==> src/rtl/riscv_mem_arbiter.sv <==
// riscv_mem_arbiter: merges the core's fetch and data request ports onto one
// single-port memory command port. One access in flight at a time, data has
// priority over fetch, and a starvation counter forces a pending fetch through
// after MAX_STARVE back-to-back data grants. Misaligned or reserved-size
// accesses are acknowledged with an error and never reach memory.
module riscv_mem_arbiter #(
  parameter int RD_LAT     = 1,  // 1..7
  parameter int MAX_STARVE = 4   // 1..15
) (
  input  logic        clk_i,
  input  logic        reset_i,
  input  logic        i_req_i,
  input  logic [31:0] i_addr_i,
  output logic [31:0] i_rdata_o,
  output logic        i_ack_o,
  output logic        i_err_o,
  input  logic        d_rd_i,
  input  logic        d_wr_i,
  input  logic [31:0] d_addr_i,
  input  logic [31:0] d_wdata_i,
  input  logic [1:0]  d_size_i,
  output logic [31:0] d_rdata_o,
  output logic        d_ack_o,
  output logic        d_err_o,
  output logic [31:0] m_addr_o,
  output logic [31:0] m_wdata_o,
  output logic [1:0]  m_size_o,
  output logic        m_rd_o,
  output logic        m_wr_o,
  input  logic [31:0] m_rdata_i
);

  typedef enum logic [1:0] {IDLE, CMD, WAIT, RESP} state_t;

  state_t      state, state_d;
  logic        own_i;       // current owner is the fetch port
  logic        op_wr;       // current access is a store
  logic [2:0]  wait_cnt;
  logic [3:0]  starve_cnt;

  logic        d_pend;
  logic        grant_i, grant_d, grant_err, grant_wr;
  logic        nxt_own_i, nxt_err;
  logic [31:0] nxt_rdata;

  assign d_pend = d_rd_i | d_wr_i;

  // Arbitration, legality check and next-state; also the response that the
  // output registers will present when entering RESP.
  always_comb begin
    state_d   = state;
    grant_i   = 1'b0;
    grant_d   = 1'b0;
    grant_err = 1'b0;
    grant_wr  = 1'b0;
    nxt_own_i = own_i;
    nxt_err   = 1'b0;
    nxt_rdata = '0;
    case (state)
      IDLE: begin
        if (d_pend && !(i_req_i && starve_cnt == 4'(MAX_STARVE))) begin
          grant_d   = 1'b1;
          grant_wr  = d_wr_i;  // rd+wr together is a store
          grant_err = (d_size_i == 2'd3) ||
                      (d_size_i == 2'd1 && d_addr_i[0]) ||
                      (d_size_i == 2'd2 && d_addr_i[1:0] != 2'b00);
        end else if (i_req_i) begin
          grant_i   = 1'b1;
          grant_err = (i_addr_i[1:0] != 2'b00);
        end
        if (grant_i || grant_d) begin
          nxt_own_i = grant_i;
          nxt_err   = grant_err;
          state_d   = grant_err ? RESP : CMD;
        end
      end
      CMD:  state_d = op_wr ? RESP : WAIT;
      WAIT: begin
        if (wait_cnt == 3'(RD_LAT - 1)) begin
          state_d   = RESP;
          nxt_rdata = m_rdata_i;
        end
      end
      default: state_d = IDLE;
    endcase
  end

  // State register plus owner/op latch, read-latency and starvation counters.
  always_ff @(posedge clk_i) begin
    if (reset_i) begin
      state      <= IDLE;
      own_i      <= 1'b0;
      op_wr      <= 1'b0;
      wait_cnt   <= '0;
      starve_cnt <= '0;
    end else begin
      state    <= state_d;
      own_i    <= nxt_own_i;
      if (grant_i || grant_d) op_wr <= grant_wr;
      wait_cnt <= (state == WAIT) ? wait_cnt + 3'd1 : 3'd0;
      if (grant_i)
        starve_cnt <= '0;
      else if (grant_d && i_req_i && starve_cnt != 4'(MAX_STARVE))
        starve_cnt <= starve_cnt + 4'd1;
    end
  end

  // Registered memory command and port responses; m_* fields only change
  // when a real command is issued so they hold between strobes.
  always_ff @(posedge clk_i) begin
    if (reset_i) begin
      m_addr_o  <= '0;
      m_wdata_o <= '0;
      m_size_o  <= '0;
      m_rd_o    <= 1'b0;
      m_wr_o    <= 1'b0;
      i_ack_o   <= 1'b0;
      i_err_o   <= 1'b0;
      i_rdata_o <= '0;
      d_ack_o   <= 1'b0;
      d_err_o   <= 1'b0;
      d_rdata_o <= '0;
    end else begin
      m_rd_o <= 1'b0;
      m_wr_o <= 1'b0;
      if (state_d == CMD) begin
        m_rd_o   <= !grant_wr;
        m_wr_o   <= grant_wr;
        m_addr_o <= grant_i ? i_addr_i : d_addr_i;
        m_size_o <= grant_i ? 2'd2 : d_size_i;
        if (grant_d) m_wdata_o <= d_wdata_i;
      end
      i_ack_o   <= (state_d == RESP) && nxt_own_i;
      i_err_o   <= (state_d == RESP) && nxt_own_i && nxt_err;
      i_rdata_o <= ((state_d == RESP) && nxt_own_i) ? nxt_rdata : '0;
      d_ack_o   <= (state_d == RESP) && !nxt_own_i;
      d_err_o   <= (state_d == RESP) && !nxt_own_i && nxt_err;
      d_rdata_o <= ((state_d == RESP) && !nxt_own_i) ? nxt_rdata : '0;
    end
  end

endmodule
==> config.mk <==
export PLATFORM = sky130hd
export DESIGN_NAME = riscv_mem_arbiter
export DESIGN_NICKNAME = d
export VERILOG_FILES = /design/src/rtl/riscv_mem_arbiter.sv
export SDC_FILE = /design/constraint.sdc
export NUM_CORES = 1
export LEC_CHECK = 0
export ABC_AREA = 1
export CAP_MARGIN = 20
export CORE_ASPECT_RATIO = 0.7
export CORE_MARGIN = 2
export CORE_UTILIZATION = 36
export DETAILED_ROUTE_END_ITERATION = 6
export HOLD_SLACK_MARGIN = 0.02
export PLACE_DENSITY = 0.76
export SLEW_MARGIN = 20
export SYNTH_ARGS = -nofsm -noshare
export SYNTH_HDL_FRONTEND = slang
export SYNTH_SLANG_ARGS = --single-unit
==> constraint.sdc <==
create_clock -name clk_i -period 1.96 [get_ports clk_i]
set_clock_uncertainty 0.15 [all_clocks]
set_input_delay 0.392 -clock clk_i [delete_from_list [all_inputs] [get_ports clk_i]]
set_output_delay 0.392 -clock clk_i [all_outputs]
set_load 0.005 [all_outputs]
After elaboration in Yosys (flattened, before gate mapping)
Index checks and enable logic that the tools add are counted.
W data, S select, Z words.
Storage, ports and cells
  flip-flop bits (word level): 147
  latch bits: 0
  RAM bits: 0
  ROM bits: 0
  input bits: 135
  output and inout bits: 136
  word-level logic and storage cells: 84
  memories: 0
Cells by class
  $add $sub $neg: 2
  multipliers: 0
  divide/modulo/power cells: 0
  magnitude comparators: 0
  equal/unequal tests: 9
  shift operators: 0
  mux-type cells: 25
  bitwise operators: 5
  reduce and logical (&&, ||, !) cells: 27
Operators by type and width (count)
  $mux W32: 3
  $mux W1: 17
  $logic_and A1 B1 Y1: 10
  $reduce_or A2 Y1: 5
  $eq A2 B2 Y1 const B: 4
  $mux W2: 4
  $eq A2 B1 Y1 const B: 3
  $pmux W2 S3: 1
  $add A4 B1 Y4 const B: 1
  $eq A4 B3 Y1 const B: 1
  $logic_or A1 B1 Y1: 4
  $ne A4 B3 Y1 const B: 1
  $not A1 Y1: 4
  $reduce_bool A2 Y1: 2
  $add A3 B1 Y3 const B: 1
  $logic_not A1 Y1: 3
  $logic_not A3 Y1: 1
  $logic_not A2 Y1: 1
  $reduce_and A2 Y1: 1
  $or A1 B1 Y1: 1

Depth between registers and ports, before layout
Gate-level depths: netlist of run 1.
  word-level depth: 13
  mapped depth: 12
  mapped depth without buffers: 11

Least setup slack after synthesis of run 1
Ideal clock, no wire load.
  kind: register -> register
  start: register state[0]
  end: register m_wdata_o[10]
  library setup time: 0.113 ns
  arrival time: 1.631 ns
  data required time: 1.697 ns
  setup slack: 0.066 ns
  stages on the path, launching flop included: 11
  path buffers: 1
  path through: dfxtp_1 -> inv_1 -> ha_1 -> nand2_1 -> nor2_4 -> nor2_1 -> a21oi_4 -> nand4_4 -> buf_2 -> nor2_1 -> nor2_1
Between the ends
  longest elaborated chain between the ends: 4
Ends and longest elaborated chain
  from (decl): line 35  | state_t state, state_d;
  from (signal assigned): line 97  | state <= state_d;
  $eq A2 B2 Y1 (tied with other cells): line 59  | case (state)
  $pmux W2 S3: line 59
  $eq A2 B1 Y1: line 126  | if (state_d == CMD) begin
  $reduce_and A2 Y1 (no line) *
  to (signal assigned): line 131  | if (grant_d) m_wdata_o <= d_wdata_i;
  to (decl): line 26  | output logic [31:0] m_wdata_o,
Every way passes the cells marked *; elsewhere a longest branch is shown, timed or not.
A chain may end at the register's enable or synchronous reset.

Final worst setup path of run 1
  start: input port d_rd_i
  end: register m_wdata_o[21]
Between the ends
  longest elaborated chain between the ends: 9
Ends and longest elaborated chain
  from (decl): line 17  | input logic d_rd_i,
  $or A1 B1 Y1 *: line 46  | assign d_pend = d_rd_i | d_wr_i;
  $logic_and A1 B1 Y1 *: line 61  | if (d_pend && !(i_req_i && starve_cnt == 4'(MAX_STARVE))) begin
  $mux W1: line 61
  $mux W1: line 59
  $mux W2 or $logic_or A1 B1 Y1 (tied branches): line 74, 71
  $mux W2: line 71  | if (grant_i || grant_d) begin
  $pmux W2 S3: line 59
  $eq A2 B1 Y1: line 126
  $reduce_and A2 Y1 (no line) *
Every way passes the cells marked *; elsewhere a longest branch is shown, timed or not. The select of a mux whose other input is x is not followed.

==> results of run 1 <==
==> metal layers <==
layer / global-route usage / wire length, microns / up-vias
li1: - / - / 2845
met1: 0.2375 / 7278 / 2457
met2: 0.3352 / 7947 / 204
met3: 0.08213 / 1527 / 24
met4: 0.06208 / 257 / 0
met5: 0 / 0 / -
==> what timing repair did <==
action                     4_1_cts  5_1_grt
resized for setup               13       80
cloned                           2        5
pin swaps                        4        8
buffers inserted                 5        5
setup endpoints to repair       57      134
==> worst max-delay path: stages <==
cell and delay (ps):
sky130_fd_sc_hd__clkdlybuf4s50_1 450, sky130_fd_sc_hd__nor2_4 160, sky130_fd_sc_hd__inv_2 60, sky130_fd_sc_hd__nand2_1 110, sky130_fd_sc_hd__nand2_2 80, sky130_fd_sc_hd__nand2_2 70, sky130_fd_sc_hd__nand3_4 90, sky130_fd_sc_hd__buf_6 140
sky130_fd_sc_hd__nand4_4 80, sky130_fd_sc_hd__buf_12 150, sky130_fd_sc_hd__clkbuf_16 170, sky130_fd_sc_hd__nand2_1 60, sky130_fd_sc_hd__nand2_1 60, sky130_fd_sc_hd__nor2_1 40
==> area by class of cell <==
type                            count  area share
Sequential cell                   147      0.3020
Multi-Input combinational cell    497      0.2344
Clock inverter                     14     0.01641
Inverter                           58     0.02334
Clock buffer                       18     0.04501
Tap cell                          195     0.02500
Timing Repair Buffer              329      0.3539
==> per-stage QoR <==
| stage | power (mW) | cells | utilization |
|---|---|---|---|
| floorplan | 6.618 | 736 | - |
| global placement | 9.189 | 1209 | 0.5876 |
| detailed placement | 9.286 | 1209 | 0.5876 |
| CTS | 13.11 | 1248 | 0.6377 |
| global route | 14.68 | 1258 | 0.6608 |
| finish | 13.77 | 1258 | 0.6608 |
==> flip-flops by register name, summed over array words and instances, names as in the netlist <==
register,count
m_addr_o,32
m_wr_o,1
m_size_o,2
state,2
m_wdata_o,32
m_rd_o,1
wait_cnt,3
op_wr,1
d_err_o,1
own_i,1
i_ack_o,1
d_rdata_o,32
starve_cnt,4
i_err_o,1
i_rdata_o,32
d_ack_o,1
==> worst max path at each step <==
stage | endpoint | from | cells past startpoint | slack, ps
after floorplan | m_wdata_o[10] | state[0] | 10 | 70
after global placement | m_addr_o[31] | d_wr_i | 10 | -320
after detailed placement | m_addr_o[17] | d_wr_i | 10 | -380
after CTS | d_rdata_o[18] | state[0] | 13 | 2
after global routing | m_wdata_o[26] | wait_cnt[0] | 13 | -150
final | m_wdata_o[21] | d_rd_i | 14 | -4
==> cells by family (layout without fill, tap and decap cells) <==
| kind of cell | count (synthesis) | count (layout) | synth area share |
|---|---|---|---|
| AND/OR/NAND/NOR | 445 | 445 | 0.3252 |
| buffers and inverters | 92 | 419 | 0.07564 |
| AO/OA/AOI/OAI | 43 | 43 | 0.04182 |
| adder cells (fa/ha/maj) | 8 | 8 | 0.01828 |
| flip-flops | 147 | 147 | 0.5375 |
| XOR/XNOR | 1 | 1 | 0.001600 |
==> synthesized netlist by cell type <==
cell type                    n  area share
sky130_fd_sc_hd__nand3_2     1      0.0018
sky130_fd_sc_hd__nand4_1     1      0.0011
sky130_fd_sc_hd__xnor2_1     1      0.0016
sky130_fd_sc_hd__nor3_1      2      0.0018
sky130_fd_sc_hd__nor3b_1     1      0.0014
sky130_fd_sc_hd__buf_2      10      0.0091
sky130_fd_sc_hd__o21ai_0    37       0.034
sky130_fd_sc_hd__inv_1      55       0.038
sky130_fd_sc_hd__nor2_2      2      0.0023
sky130_fd_sc_hd__nand2_2     3      0.0034
sky130_fd_sc_hd__a21oi_4     1      0.0030
sky130_fd_sc_hd__nand2_1   212        0.15
sky130_fd_sc_hd__o21ai_1     1     0.00091
sky130_fd_sc_hd__nand3_4     3      0.0096
sky130_fd_sc_hd__dfxtp_1   147        0.54
sky130_fd_sc_hd__buf_6       6       0.012
sky130_fd_sc_hd__a211oi_1    1      0.0014
sky130_fd_sc_hd__nand4_4     1      0.0039
sky130_fd_sc_hd__a21oi_1     3      0.0027
sky130_fd_sc_hd__clkbuf_1   15       0.010
sky130_fd_sc_hd__nor2_1    210        0.14
sky130_fd_sc_hd__inv_2       3      0.0021
sky130_fd_sc_hd__ha_1        8       0.018
sky130_fd_sc_hd__buf_4       3      0.0041
sky130_fd_sc_hd__nand3_1     7      0.0064
sky130_fd_sc_hd__nor2_4      2      0.0041
==> where the power goes <==
part | switching, mW | internal [mW]
combinational | 3.08 | 3.46
clock | 1.41 | 1.85
sequential | 0.309 | 3.66
==> results.md, run 1 <==
Outcome:
- The run finished, with violations left.
- The checks that failed: setup timing.

Yosys:
- In this run, synthesis produced a sequential element count of 147.
- The distinct cell type count of the synthesized netlist is 26.
- The mean instance size in the synthesized netlist is 7.439 sq um.
- The number of instances in the synthesized netlist is 736.
- The cell area that synthesis handed to floorplanning was 5475 sq um.
- During synthesis, Yosys emitted a total of 0 warnings.
- The register area share after synthesis is 0.5375.
- The net count after synthesis is 879.

Timing:
- The count of final hold-check violations is 0.
- The highest achievable clock rate is 0.5091 GHz.
- The final setup violation count is 2.
- For the pin with the worst max-slew slack, the measured transition is 340.1 ps.
- Once routing completed, OpenROAD measured the worst setup slack at -4.341 ps.
- The routed design could run at a clock period as short as 1964 ps.
- The final sum of negative setup slack is -4.834 ps.
- The max-slew violation total from the final report is 0.
- On the final layout, the worst hold slack is 298.3 ps.
- Setup repair after global routing could not meet its margin everywhere.
- The part of the cycle the worst path needs is 1.002.
- In this run the tightest slew margin relative to its limit is 0.7733.

Global routing:
- The total overflow left after global routing is 0.
- The maximum number of pins on one net before global-route repair is 45.
- The first-pass GRT wire length is 25.44 mm.
- The number of global-route vias before repair is 5369.
- The initial antenna violation count is 0.
- Across every metal layer, demand over resource in global routing totals 0.2014.

Detailed routing:
- After detailed routing, the number of vias per cell comes to 4.396.
- Summed over all layers, the routed wires come to 17.01 mm.
- In the routed design, unresolved DRC markers number 0.
- The via count is 5530.
- Dividing the detail-routed wire length by the instance count gives 13.52 microns.
- The first routing iteration left 195 violations.
- The antenna violation net count after detailed routing is 0.
- The number of detailed-routing iterations run before antenna repair is 7.

Layout:
- The library cells used most frequently in the layout, excluding fill and tap cells, are sky130_fd_sc_hd__clkdlybuf4s50_1, sky130_fd_sc_hd__nand2_1, sky130_fd_sc_hd__nor2_1, sky130_fd_sc_hd__dfxtp_1, sky130_fd_sc_hd__inv_1.
- The filler cell count in the final layout is 1202.
- The most common cell after layout, fill and taps aside is sky130_fd_sc_hd__clkdlybuf4s50_1.
- Of the cells placed in the final design, the portion with a size suffix greater than 1 is 0.1524.
- The area of combinational cells with multiple inputs is 2287 sq um.
- The net count reported at finish is 1193.
- The number of antenna diodes in the final layout is 0.
- Once layout is done, the placed cells without fillers occupy 9758 sq um.
- The sequential cell area in the final layout is 2947 sq um.
- The area growth from synthesis to layout is 78.22%.

Clocking:
- The cell sitting at the root of the clock tree is a sky130_fd_sc_hd__clkbuf_16.
- Clock-pin slew was measured on the worst setup and hold paths at 60 ps.
- The clock reaches the later pin of the worst-skew pair after 420 ps.
- The count of hold buffers inserted by post-cts repair is 0.
- The maximum level of the CTS H-tree is 4.
- Clock tree synthesis inserted a total of 17 buffers.
- TritonCTS built the clock tree.
- The clock tree buffer depth is 2.
- The tree built by TritonCTS fans out to 147 sinks.

Worst hold path:
- In this run the most critical hold path is launched from wait_cnt[0].
- The class of the most critical hold timing path is register to register.
- The terminating pin of the worst hold path is wait_cnt[0].
- Along the worst hold path, the cell count comes to 1.

Floorplanning:
- The vertical die dimension is 107.2 microns.
- The number of ports placed on the die boundary is 271.
- The die area is 16230 sq um.
- The floorplan die width is 151.4 microns.
- The initial core utilization is 0.3708.
- The row count is 37.
- The core footprint is 14770 sq um.

Critical path:
- The worst setup path is captured at a register.
- The arrival time of the worst setup path is 2120 ps.
- Measured in cells, the most critical reg-to-reg path has a length of 13.
- The biggest fanout along the worst timing path is 10.
- The worst register-to-register path ends at m_wdata_o[26].
- The data required time of the critical path is 2120 ps.
- STA classifies the critical path startpoint as an input pin.
- In this run the register-to-register setup slack is -4 ps.
- The critical path is of the input pin to register type.
- The startpoint identified for the worst register-to-register timing path is state[0].

Placement:
- Summing all placed instances gives a cell area of 8678 sq um.
- OpenSTA, run right after detailed placement, puts the worst setup slack at -375.3 ps.
- The detailed placer's ending HPWL is 11.85 mm.
- During placement, the flow inserted port buffers numbering 270.
- At the end of routability-driven placement, the weighted congestion stood at 0.8001.

Run:
- Across the run, the number of max-cap violations was 0.

Power and ir drop:
- The leakage power figure is 4.178 nW.
- VDD sags by at most 0.7295 mV.
- The power per cell area is 1411 nW/um^2.
No activity file was read; power rests on OpenSTA's default activity.
==> run 2, diff against run 1 <==
--- a/config.mk
+++ b/config.mk
@@ -13,6 +13,7 @@
 export DETAILED_ROUTE_END_ITERATION = 6
 export HOLD_SLACK_MARGIN = 0.02
 export PLACE_DENSITY = 0.76
+export REMOVE_ABC_BUFFERS = 1
 export SLEW_MARGIN = 20
 export SYNTH_ARGS = -nofsm -noshare
 export SYNTH_HDL_FRONTEND = slang
==> run 2 against run 1 <==
The flow still finishes with violations (setup timing); cell count decreased by 0.32%; power decreased by 2.6%; utilization decreased by 0.26 points; highest routed layer unchanged; routed wire length decreased by 3.0%; clock power decreased by 2%; clock-buffer cell count decreased by 1; sequential share of layout area increased by 0.18 points; die area unchanged; first-iteration DRC count increased by 4.1%; largest power group unchanged; critical endpoint is now m_wdata_o[6]; critical path type is now register to register.
==> results.md, run 2 (synthesis results as in run 1) <==
Outcome:
- The flow ran to the end, but the final reports show violations.
- The checks that failed: setup timing.

Floorplanning:
- In this run the standard cell core region covers 14770 sq um.
- The initial core utilization is 0.3708.
- In this run the count of I/O pins placed on the die edge is 271.
- The floorplan has 37 rows.
- The vertical die dimension is 107.2 microns.
- The die is 151.4 microns wide.
- The die covers 16230 sq um.

Layout:
- The filler-free cell count of the finished design is 1254.
- From synthesis to final layout, the design area changed by 77.51%.
- The most common cell after layout, fill and taps aside is sky130_fd_sc_hd__clkdlybuf4s50_1.
- The final non-filler cell area is 9719 sq um.
- The share of cells above drive strength 1 is 0.1435.
- The net count reported at finish is 1189.
- In the layout the commonest cells are sky130_fd_sc_hd__clkdlybuf4s50_1, sky130_fd_sc_hd__nor2_1, sky130_fd_sc_hd__nand2_1, sky130_fd_sc_hd__dfxtp_1, sky130_fd_sc_hd__inv_1.
- The filler cell count in the final layout is 1223.
- The repair_antennas step left the layout with diodes totalling 0.

Timing:
- After layout, the minimum clock period comes to 1963 ps.
- Setup violations remaining at the end of the flow were counted as 1.
- The count of final hold-check violations is 0.
- The max-slew violation total from the final report is 0.
- Dividing the final minimum period by the clock period gives 1.002.
- The highest achievable clock rate is 0.5093 GHz.
- The slack of the critical path is -3.462 ps.
- Across all hold checks on the routed design, the worst slack comes to 276.4 ps.
- The worst pin sits at a relative slew slack of 0.7656.
- The slew at the pin closest to its max-slew limit is 351.6 ps.
- Setup repair after global routing could not meet its margin everywhere.

Global routing:
- In the global route stage, overall resource usage came out at 0.1902.
- The maximum number of pins on one net before global-route repair is 49.
- The initial antenna violation count is 0.
- The first-pass GRT wire length is 24.22 mm.
- The number of global-route vias before repair was 5016.
- Summed over all layers, the global routing overflow is 0.

Power and ir drop:
- In this run the static leakage power is 4.137 nW.
- The completed layout was analyzed and its total power is 13.41 mW.
- The internal portion of the total power is 8.697 mW.
- Of the total power, registers draw 0.297.
- The share of total power in the clock network is 0.239.
- VDD sags by at most 0.6741 mV.
- Summed over all nets, the switching power comes to 4.717 mW.
- The share of power burned in combinational logic is 0.464.
- The power per cell area is 1380 nW/um^2.
- Of the total power, the share spent switching nets is 0.3517.

Clocking:
- The maximum level of the CTS H-tree is 4.
- The root buffer cell chosen for the clock tree is sky130_fd_sc_hd__clkbuf_16.
- TritonCTS built the clock tree.
- Clock-pin slew was measured on the worst setup and hold paths at 60 ps.
- The clock latency on the worst-skew pair is 410 ps.
- The count of hold buffers inserted by post-cts repair is 0.
- The clock tree buffer depth is 2.
- The number of clock buffers added by TritonCTS is 17.
- The tree built by TritonCTS fans out to 147 sinks.

Detailed routing:
- The detail route stage leaves a number of antenna-violating nets equal to 0.
- The number of detailed-routing iterations run before antenna repair is 4.
- The number of vias per cell is 4.369.
- The via count is 5479.
- The detail-routed net length per standard cell is 13.16 microns.
- The final routed wirelength across all metal layers is 16.51 mm.
- The number of DRC violations after detailed-routing iteration 0 is 203.
- In the routed design, unresolved DRC markers number 0.

Placement:
- Detailed placement finished with a half-perimeter wire length of 11.58 mm.
- The total instance count after detailed placement is 1205.
- Routability-driven placement finished with a final weighted congestion of 0.8071.
- The number of buffer cells added on primary ports is 270.
- The total cell area at the placement stage is 8623 sq um.

Critical path:
- For this design, the slowest cell found on the critical path is sky130_fd_sc_hd__dfxtp_2.
- The type of element capturing the critical path is a register.
- Counting stages on the worst path, the most repeated cell is sky130_fd_sc_hd__nand2_1.
- By startpoint and endpoint, the worst setup path is classified as register to register.
- The worst setup path is launched from a register.
- The arrival time of the worst setup path is 2160 ps.
- The signal on the critical path passes through buf_6 > ha_4 > nand2_1 > nand2_2 > nor2_4 > a21oi_4 > buf_6 > nand4_4 > clkbuf_16 > clkbuf_16 > nand2_1 > nand2_1 > nor2_1.
- Data on the critical path is required at its endpoint by 2150 ps.
- The delay of the slowest cell on the worst path is 360 ps.
- The biggest fanout along the worst timing path is 5.

Run:
- The tool flagged a number of max-cap violations equal to 0.

Worst hold path:
- The class of the most critical hold timing path is register to register.
==> run 2: cell types whose count changed in the layout (fill, tap and decap cells not counted), moves of 2 or more <==
| cell | previous run | this run |
|---|---|---|
| sky130_fd_sc_hd__buf_6 | 10 | 7 |
| sky130_fd_sc_hd__nand2_1 | 205 | 196 |
| sky130_fd_sc_hd__clkinv_8 | 1 | 4 |
| sky130_fd_sc_hd__nand2_2 | 8 | 13 |
| sky130_fd_sc_hd__nor2_2 | 31 | 13 |
| sky130_fd_sc_hd__o21ai_0 | 21 | 24 |
| sky130_fd_sc_hd__clkbuf_16 | 20 | 24 |
| sky130_fd_sc_hd__nor2_1 | 179 | 198 |
| sky130_fd_sc_hd__o21ai_1 | 16 | 14 |
| sky130_fd_sc_hd__buf_12 | 13 | 11 |
| sky130_fd_sc_hd__dfxtp_2 | 3 | 5 |
| sky130_fd_sc_hd__nand2_4 | 2 | 6 |
| sky130_fd_sc_hd__dfxtp_1 | 144 | 141 |
==> run 2: worst paths after layout <==
| kind | startpoint | endpoint | slack, ps | cells past startpoint |
|---|---|---|---|---|
| worst min register to register | wait_cnt[0] | wait_cnt[0] | 280 | 1 |
| worst min-delay path | wait_cnt[0] | wait_cnt[0] | 280 | 1 |
| worst max register to register | state[0] | m_wdata_o[6] | -3 | 13 |
| worst max-delay path | state[0] | m_wdata_o[6] | -3 | 13 |
==> run 2: area by class of cell <==
class / instances / area (sq um) / share of cell area
timing repair buffer: 325 / 3410 / 0.3508
sequential: 147 / 2953 / 0.3038
multi-input combinational: 497 / 2286 / 0.2352
clock buffer: 17 / 425.4 / 0.04377
tap: 195 / 244.0 / 0.02510
inverter: 58 / 222.7 / 0.02291
clock inverter: 15 / 178.9 / 0.01841
==> run 2: per-stage QoR <==
step                setup slack (ps)  TNS, ps  utilization
floorplan                     -586.7   -54160            -
global placement              -277.7   -29290       0.5839
detailed placement            -311.8   -34440       0.5839
CTS                           0.8309        0       0.6253
global route                  -88.93    -3464       0.6581
finish                        -3.462   -3.462       0.6581
==> run 2: layer usage <==
layer  GRT usage  vias to the layer above  share of wire
li1            -                     2839              -
met4     0.05741                        0          0.012
met3     0.07106                       16          0.080
met5           0                        -              0
met2      0.3222                      173           0.49
met1      0.2239                     2451           0.42
==> run 2: power by group through the flow <==
stage	clock [mW]	sequential, mW	combinational [mW]
2_1_floorplan	0	4.06	2.25
3_3_place_gp	0	4.00	5.05
3_5_place_dp	0	4.02	5.12
4_1_cts	3.28	3.96	5.16
5_1_grt	3.44	4.06	6.84
6_report	3.20	3.98	6.23
==> run 2: critical path: cells and delay by family (launching register included) <==
kind / cells / cell delay [ps]
compound gates: 1 / 190
fa+ha+maj: 1 / 120
buf+inv: 4 / 580
flops: 1 / 360
simple gates: 7 / 490
==> run 2: what timing repair did <==
item | 4_1_cts | 5_1_grt
gates resized for setup | 3 | 83
endpoints found under the hold margin | 0 | 0
setup buffers | 0 | 9
pin swaps | 2 | 18
setup endpoints to repair | 54 | 133
cloned | 0 | 8
